File: src/rtl/rom_program_loader.sv
// rom_program_loader
// ------------------
// Writer side of the processor's instruction store. A START pulse begins a
// load of LENGTH words. Each word accepted on the IN_VALID/IN_READY handshake
// is written straight through to the next sequential store address while a
// running checksum is kept. Once the whole image is written, every word is
// read back through the store's registered read port and summed. The
// processor stays in reset (CPU_HOLD) until the two checksums agree.
//
// Ports
//   CLK, RESET           rising-edge clock, asynchronous active-high reset
//   START, LENGTH        load request pulse and word count (0..2**addrBits)
//   IN_VALID, IN_DATA    incoming instruction stream
//   IN_READY             loader accepts a word this cycle
//   MEM_WREN             store write enable (combinational on handshake)
//   MEM_ADDRESS          shared write/read address
//   MEM_DATAIN           store write data
//   MEM_DATAOUT          store read data, valid one cycle after the address
//   BUSY, DONE, ERROR    registered status
//   CPU_HOLD             registered processor reset hold

module rom_program_loader #(
  parameter int width    = 9,
  parameter int depth    = 32,
  parameter int addrBits = 5
) (
  input  logic                CLK,
  input  logic                RESET,
  input  logic                START,
  input  logic [addrBits:0]   LENGTH,
  input  logic                IN_VALID,
  input  logic [width-1:0]    IN_DATA,
  output logic                IN_READY,
  output logic                MEM_WREN,
  output logic [addrBits-1:0] MEM_ADDRESS,
  output logic [width-1:0]    MEM_DATAIN,
  input  logic [width-1:0]    MEM_DATAOUT,
  output logic                BUSY,
  output logic                DONE,
  output logic                ERROR,
  output logic                CPU_HOLD
);

  typedef enum logic [2:0] {
    S_IDLE,
    S_LOAD,
    S_VERIFY,
    S_DONE,
    S_ERR
  } state_t;

  localparam logic [addrBits:0]   depthVal = (addrBits+1)'(depth);
  localparam logic [addrBits:0]   cntOne   = (addrBits+1)'(1);
  localparam logic [addrBits-1:0] ptrOne   = addrBits'(1);

  state_t              state_q;
  logic [addrBits-1:0] wptr_q;
  logic [addrBits:0]   rptr_q;
  logic [addrBits:0]   count_q;
  logic [addrBits:0]   len_q;
  logic [width-1:0]    wsum_q;
  logic [width-1:0]    rsum_q;
  logic                readIssued_q;
  logic                inReady_q;
  logic                busy_q;
  logic                done_q;
  logic                error_q;
  logic                cpuHold_q;

  logic                accept;
  logic                lastWord;
  logic                lastRead;
  logic [width-1:0]    wsum_d;
  logic [width-1:0]    rsum_d;

  // Handshake, next checksum values and end-of-phase detection. The final
  // read sum is compared using rsum_d so the decision lands on the same
  // cycle the last read data arrives, giving a VERIFY of exactly len+1 cycles.
  always_comb begin
    accept   = inReady_q & IN_VALID;
    wsum_d   = wsum_q + IN_DATA;
    rsum_d   = rsum_q + MEM_DATAOUT;
    lastWord = (count_q == (len_q - cntOne));
    lastRead = readIssued_q & (rptr_q == len_q);
  end

  // Store port: writes go straight through on the handshake, the read
  // address follows rptr during VERIFY and idles at 0 otherwise. When rptr
  // has reached len the address is a harmless dummy read that is never summed.
  always_comb begin
    MEM_WREN    = accept;
    MEM_DATAIN  = IN_DATA;
    MEM_ADDRESS = '0;
    if (state_q == S_LOAD)
      MEM_ADDRESS = wptr_q;
    else if (state_q == S_VERIFY)
      MEM_ADDRESS = rptr_q[addrBits-1:0];
  end

  // Control FSM with all status outputs registered alongside the state.
  always_ff @(posedge CLK or posedge RESET) begin
    if (RESET) begin
      state_q      <= S_IDLE;
      wptr_q       <= '0;
      rptr_q       <= '0;
      count_q      <= '0;
      len_q        <= '0;
      wsum_q       <= '0;
      rsum_q       <= '0;
      readIssued_q <= 1'b0;
      inReady_q    <= 1'b0;
      busy_q       <= 1'b0;
      done_q       <= 1'b0;
      error_q      <= 1'b0;
      cpuHold_q    <= 1'b1;
    end else begin
      case (state_q)
        S_IDLE, S_DONE, S_ERR: begin
          if (START) begin
            if (LENGTH > depthVal) begin
              state_q   <= S_ERR;
              done_q    <= 1'b0;
              error_q   <= 1'b1;
              cpuHold_q <= 1'b1;
            end else if (LENGTH == '0) begin
              // Empty image: checksums trivially match.
              state_q   <= S_DONE;
              done_q    <= 1'b1;
              error_q   <= 1'b0;
              cpuHold_q <= 1'b0;
            end else begin
              state_q   <= S_LOAD;
              len_q     <= LENGTH;
              wptr_q    <= '0;
              wsum_q    <= '0;
              count_q   <= '0;
              inReady_q <= 1'b1;
              busy_q    <= 1'b1;
              done_q    <= 1'b0;
              error_q   <= 1'b0;
              cpuHold_q <= 1'b1;
            end
          end
        end

        S_LOAD: begin
          if (accept) begin
            wsum_q  <= wsum_d;
            wptr_q  <= wptr_q + ptrOne;
            count_q <= count_q + cntOne;
            if (lastWord) begin
              state_q      <= S_VERIFY;
              rptr_q       <= '0;
              rsum_q       <= '0;
              readIssued_q <= 1'b0;
              inReady_q    <= 1'b0;
            end
          end
        end

        S_VERIFY: begin
          if (rptr_q < len_q) begin
            rptr_q       <= rptr_q + cntOne;
            readIssued_q <= 1'b1;
          end else begin
            readIssued_q <= 1'b0;
          end
          if (readIssued_q)
            rsum_q <= rsum_d;
          if (lastRead) begin
            busy_q <= 1'b0;
            if (rsum_d == wsum_q) begin
              state_q   <= S_DONE;
              done_q    <= 1'b1;
              cpuHold_q <= 1'b0;
            end else begin
              state_q   <= S_ERR;
              error_q   <= 1'b1;
              cpuHold_q <= 1'b1;
            end
          end
        end

        default: state_q <= S_IDLE;
      endcase
    end
  end

  assign IN_READY = inReady_q;
  assign BUSY     = busy_q;
  assign DONE     = done_q;
  assign ERROR    = error_q;
  assign CPU_HOLD = cpuHold_q;

endmodule

File: config.mk
export PLATFORM = sky130hd
export DESIGN_NAME = rom_program_loader
export DESIGN_NICKNAME = d
export VERILOG_FILES = /design/src/rtl/rom_program_loader.sv
export SDC_FILE = /design/constraint.sdc
export NUM_CORES = 1
export LEC_CHECK = 0
export ABC_AREA = 1
export CAP_MARGIN = 10
export CORE_UTILIZATION = 45
export DETAILED_ROUTE_END_ITERATION = 12
export PLACE_DENSITY_LB_ADDON = 0.08
export SYNTH_ARGS = -nofsm -noshare
export SYNTH_HDL_FRONTEND = slang
export SYNTH_SLANG_ARGS = --single-unit
File: constraint.sdc
create_clock -name CLK -period 6.8 [get_ports CLK]
set_clock_uncertainty 0.1 [all_clocks]
set_input_delay 1.36 -clock CLK [delete_from_list [all_inputs] [get_ports CLK]]
set_output_delay 1.36 -clock CLK [all_outputs]
set_load 0.02 [all_outputs]
==> impl_metrics.py <==
metrics = {
    "critical_path": {
        "crit_type": "reg2out",
        "crit_path_max_fanout": 11,
        "cp.arrival_ns": 2.84,
        "end_kind": "primary output",
        "start_kind": "register",
        "critPathRequiredTime_ns": 5.34,
    },
    "route": {
        "drt_wl_total_um": 8860,
        "vias_per_cell": 5.11,
        "postRouteAntennaNets": 0,
        "drt-initial-drc-count": 127,
        "vias": 3364,
        "first_pass_iters": 4,
        "route.detailed.drc": 0,
        "drt-wirelength-per-cell_um": 13.5,
    },
    "yosys": {
        "ys_seq_area_share_pct": 32.7,
        "synth-edff-count": 0,
        "syn-num-nets": 569,
        "ys_ff_latch": 50,
        "synthCells": 513,
        "yosysUniqueCellTypes": 44,
        "ys_warn_count": 0,
        "async_flop_share_pct": 100,
        "avgSynthCellArea_um2": 7.47,
        "synth_ff_type": "dfrtp_1",
        "synth_area_mm2": 0.00383,
    },
    "placed_design": {
        "place.gp.congestion": 0.857,
        "io_buffers": 47,
        "place_hpwl_um": 6760,
    },
    "clocking": {
        "cts_resized": 0,
        "cts_buffers": 5,
        "cts_setup_buffers": 0,
        "holdBufCountCts": 0,
        "clock_latency_ns": 0.31,
        "clockBufferDepth": 2,
        "ctsHtreeMaxLevel": 2,
        "path_clk_slew_ns": 0.10,
        "cts_tree": "built",
        "numClockSinks": 50,
        "cts-root-buf": "clkbuf_8",
    },
    "grt": {
        "top_usage_layer": "met2",
        "grt_pass1_vias": 3324,
        "grt_util_met1_pct": 27.2,
        "grt_antenna_before_repair": 0,
        "grt_use_met2_pct": 38.1,
        "grt_pass1_wl_um": 14900,
        "gr-total-overflow": 0,
        "use_met3_pct": 2.91,
        "track_usage_pct": 21.5,
        "grt_max_degree": 51,
    },
    "outcome": {
        "status": "finished, final reports clean",
    },
    "power_and_ir_drop": {
        "power.clock.fraction_pct": 11.7,
        "p_comb_share_pct": 58.3,
        "p_seq_share_pct": 29.9,
        "p_sw_share_pct": 49.0,
        "internal_power_uw": 828,
        "p_leak_nw": 2.16,
        "ir_drop_uv": 147,
        "power_density_mw_per_mm2": 368,
        "power.switching_uw": 795,
    },
    "timing": {
        "fmax_mhz": 233,
        "min_period_ns": 4.30,
        "setup_tns_ns": 0,
        "finalCritPeriodShare_pct": 63.2,
        "maxSlewViolCount": 0,
        "finalHoldViolations": 0,
        "rsz0062_at_grt": "no",
        "tightest_slew_ns": 0.780,
        "holdWs_ns": 0.390,
        "setup_viol": 0,
        "slew_headroom_pct": 48.0,
    },
    "cells_and_area": {
        "area_growth_pct": 15.1,
        "fillCellCount": 797,
        "final_cell_mix": "155 x nand2_1, 62 x inv_1, 49 x dfrtp_1",
        "insertedDiodeCount": 0,
        "drive_gt1_share_pct": 9.22,
        "nNetsFinal": 608,
        "layout_commonest_cell": "nand2_1",
    },
    "die": {
        "core_area_mm2": 0.00822,
        "dieArea_mm2": 0.00889,
        "die_x_um": 94.3,
        "io_pins": 48,
        "start_util_pct": 46.6,
        "core.rowCount": 33,
        "die_h_um": 94.3,
    },
    "worst_hold_path": {
        "hold_path_class": "reg2reg",
    },
    "flow_run": {
        "maxCapViolations": 0,
    },
}
-- critical path: stages (launching register included) --
cell and delay [ns]:
dfrtp_1 0.40, inv_1 0.08, nand2_1 0.08, nor2_2 0.60, clkinv_1 0.46, o22ai_1 0.28
clkdlybuf4s50_1 0.63
-- sequential cells by signal, summed over array words and instances (netlist names), 3 cells and up --
signal and cells:
count_q 6, rptr_q 6, state_q 3, wptr_q 5, rsum_q 9, wsum_q 9
len_q 6
-- per-layer routing --
metal	wire length [um]	vias to the layer above
li1	-	1735
met1	4070	1551
met2	4370	67
met3	308	11
met4	119	0
met5	0	-
-- cell families after synthesis --
| family | count (synthesis) | synth area share [%] |
|---|---|---|
| flip-flops | 50 | 32.7 |
| XOR/XNOR | 20 | 4.57 |
| buffers and inverters | 84 | 10.1 |
| AO/OA/AOI/OAI | 70 | 11.3 |
| AND/OR/NAND/NOR | 261 | 31.8 |
| adder cells (fa/ha/maj) | 28 | 9.54 |
-- per-stage QoR --
stage                     setup slack (ns)  util, %  std cells  power, mW  cell area (um^2)
final                                 2.50     53.7        658       1.62              4410
after global routing                  2.31     53.7        658       1.79              4410
after CTS                             2.47     53.7        658       1.64              4410
after detailed placement              2.71     52.5        650       1.44              4320
after global placement                2.71     52.5        650       1.43              4320
after floorplan                       3.65        -        513       1.23              3830
-- power by group through the flow --
stage / clock network, mW / logic [mW] / registers, mW
after floorplan: 0 / 0.751 / 0.481
after global placement: 0 / 0.935 / 0.491
after detailed placement: 0 / 0.947 / 0.493
after CTS: 0.197 / 0.955 / 0.488
after global routing: 0.207 / 1.08 / 0.502
final: 0.190 / 0.947 / 0.486
-- layout make-up --
type	instances	area (um^2)	area share (%)
tap	105	131	2.98
multi-input combinational	379	2190	49.7
timing repair buffer	48	478	10.8
clock inverter	2	12.5	0.284
clock buffer	6	82.6	1.87
inverter	68	260	5.90
sequential	50	1250	28.4
-- path summary, 6_finish.rpt --
path	from	end	slack, ns	cells after the start
worst max-delay path	state_q[1]	MEM_ADDRESS[3]	2.50	6
worst min-delay path	CPU_HOLD	CPU_HOLD	0.39	2
worst max register to register	state_q[1]	rsum_q[1]	4.08	8
worst min register to register	CPU_HOLD	CPU_HOLD	0.39	2
max in group asynchronous	RESET	rsum_q[4]	4.72	3
min in group asynchronous	RESET	rsum_q[5]	1.43	3
-- Yosys cell counts, types with 2 or more instances --
library cell / instances / share of area [%]
xor2_1: 9 / 2.1
inv_1: 63 / 6.2
o21ai_2: 9 / 2.1
o21ai_0: 20 / 2.6
nand4_1: 5 / 0.82
nor2_2: 2 / 0.33
or2_2: 2 / 0.33
a21oi_2: 2 / 0.46
dfrtp_1: 49 / 32
o211ai_1: 2 / 0.39
fa_1: 2 / 1.0
o22ai_1: 9 / 1.5
nand2_1: 155 / 15
nand2_2: 2 / 0.33
nand3_1: 46 / 6.0
xnor2_1: 11 / 2.5
nand3b_1: 2 / 0.39
nor3_2: 3 / 0.78
clkbuf_1: 2 / 0.20
nand3_2: 2 / 0.52
buf_6: 4 / 1.2
inv_2: 3 / 0.29
ha_1: 26 / 8.5
buf_4: 9 / 1.8
nor2_1: 27 / 2.6
nand2_4: 4 / 1.2
a21oi_1: 20 / 2.6
nor2_4: 7 / 2.1
(Power assumes the default switching activity.)
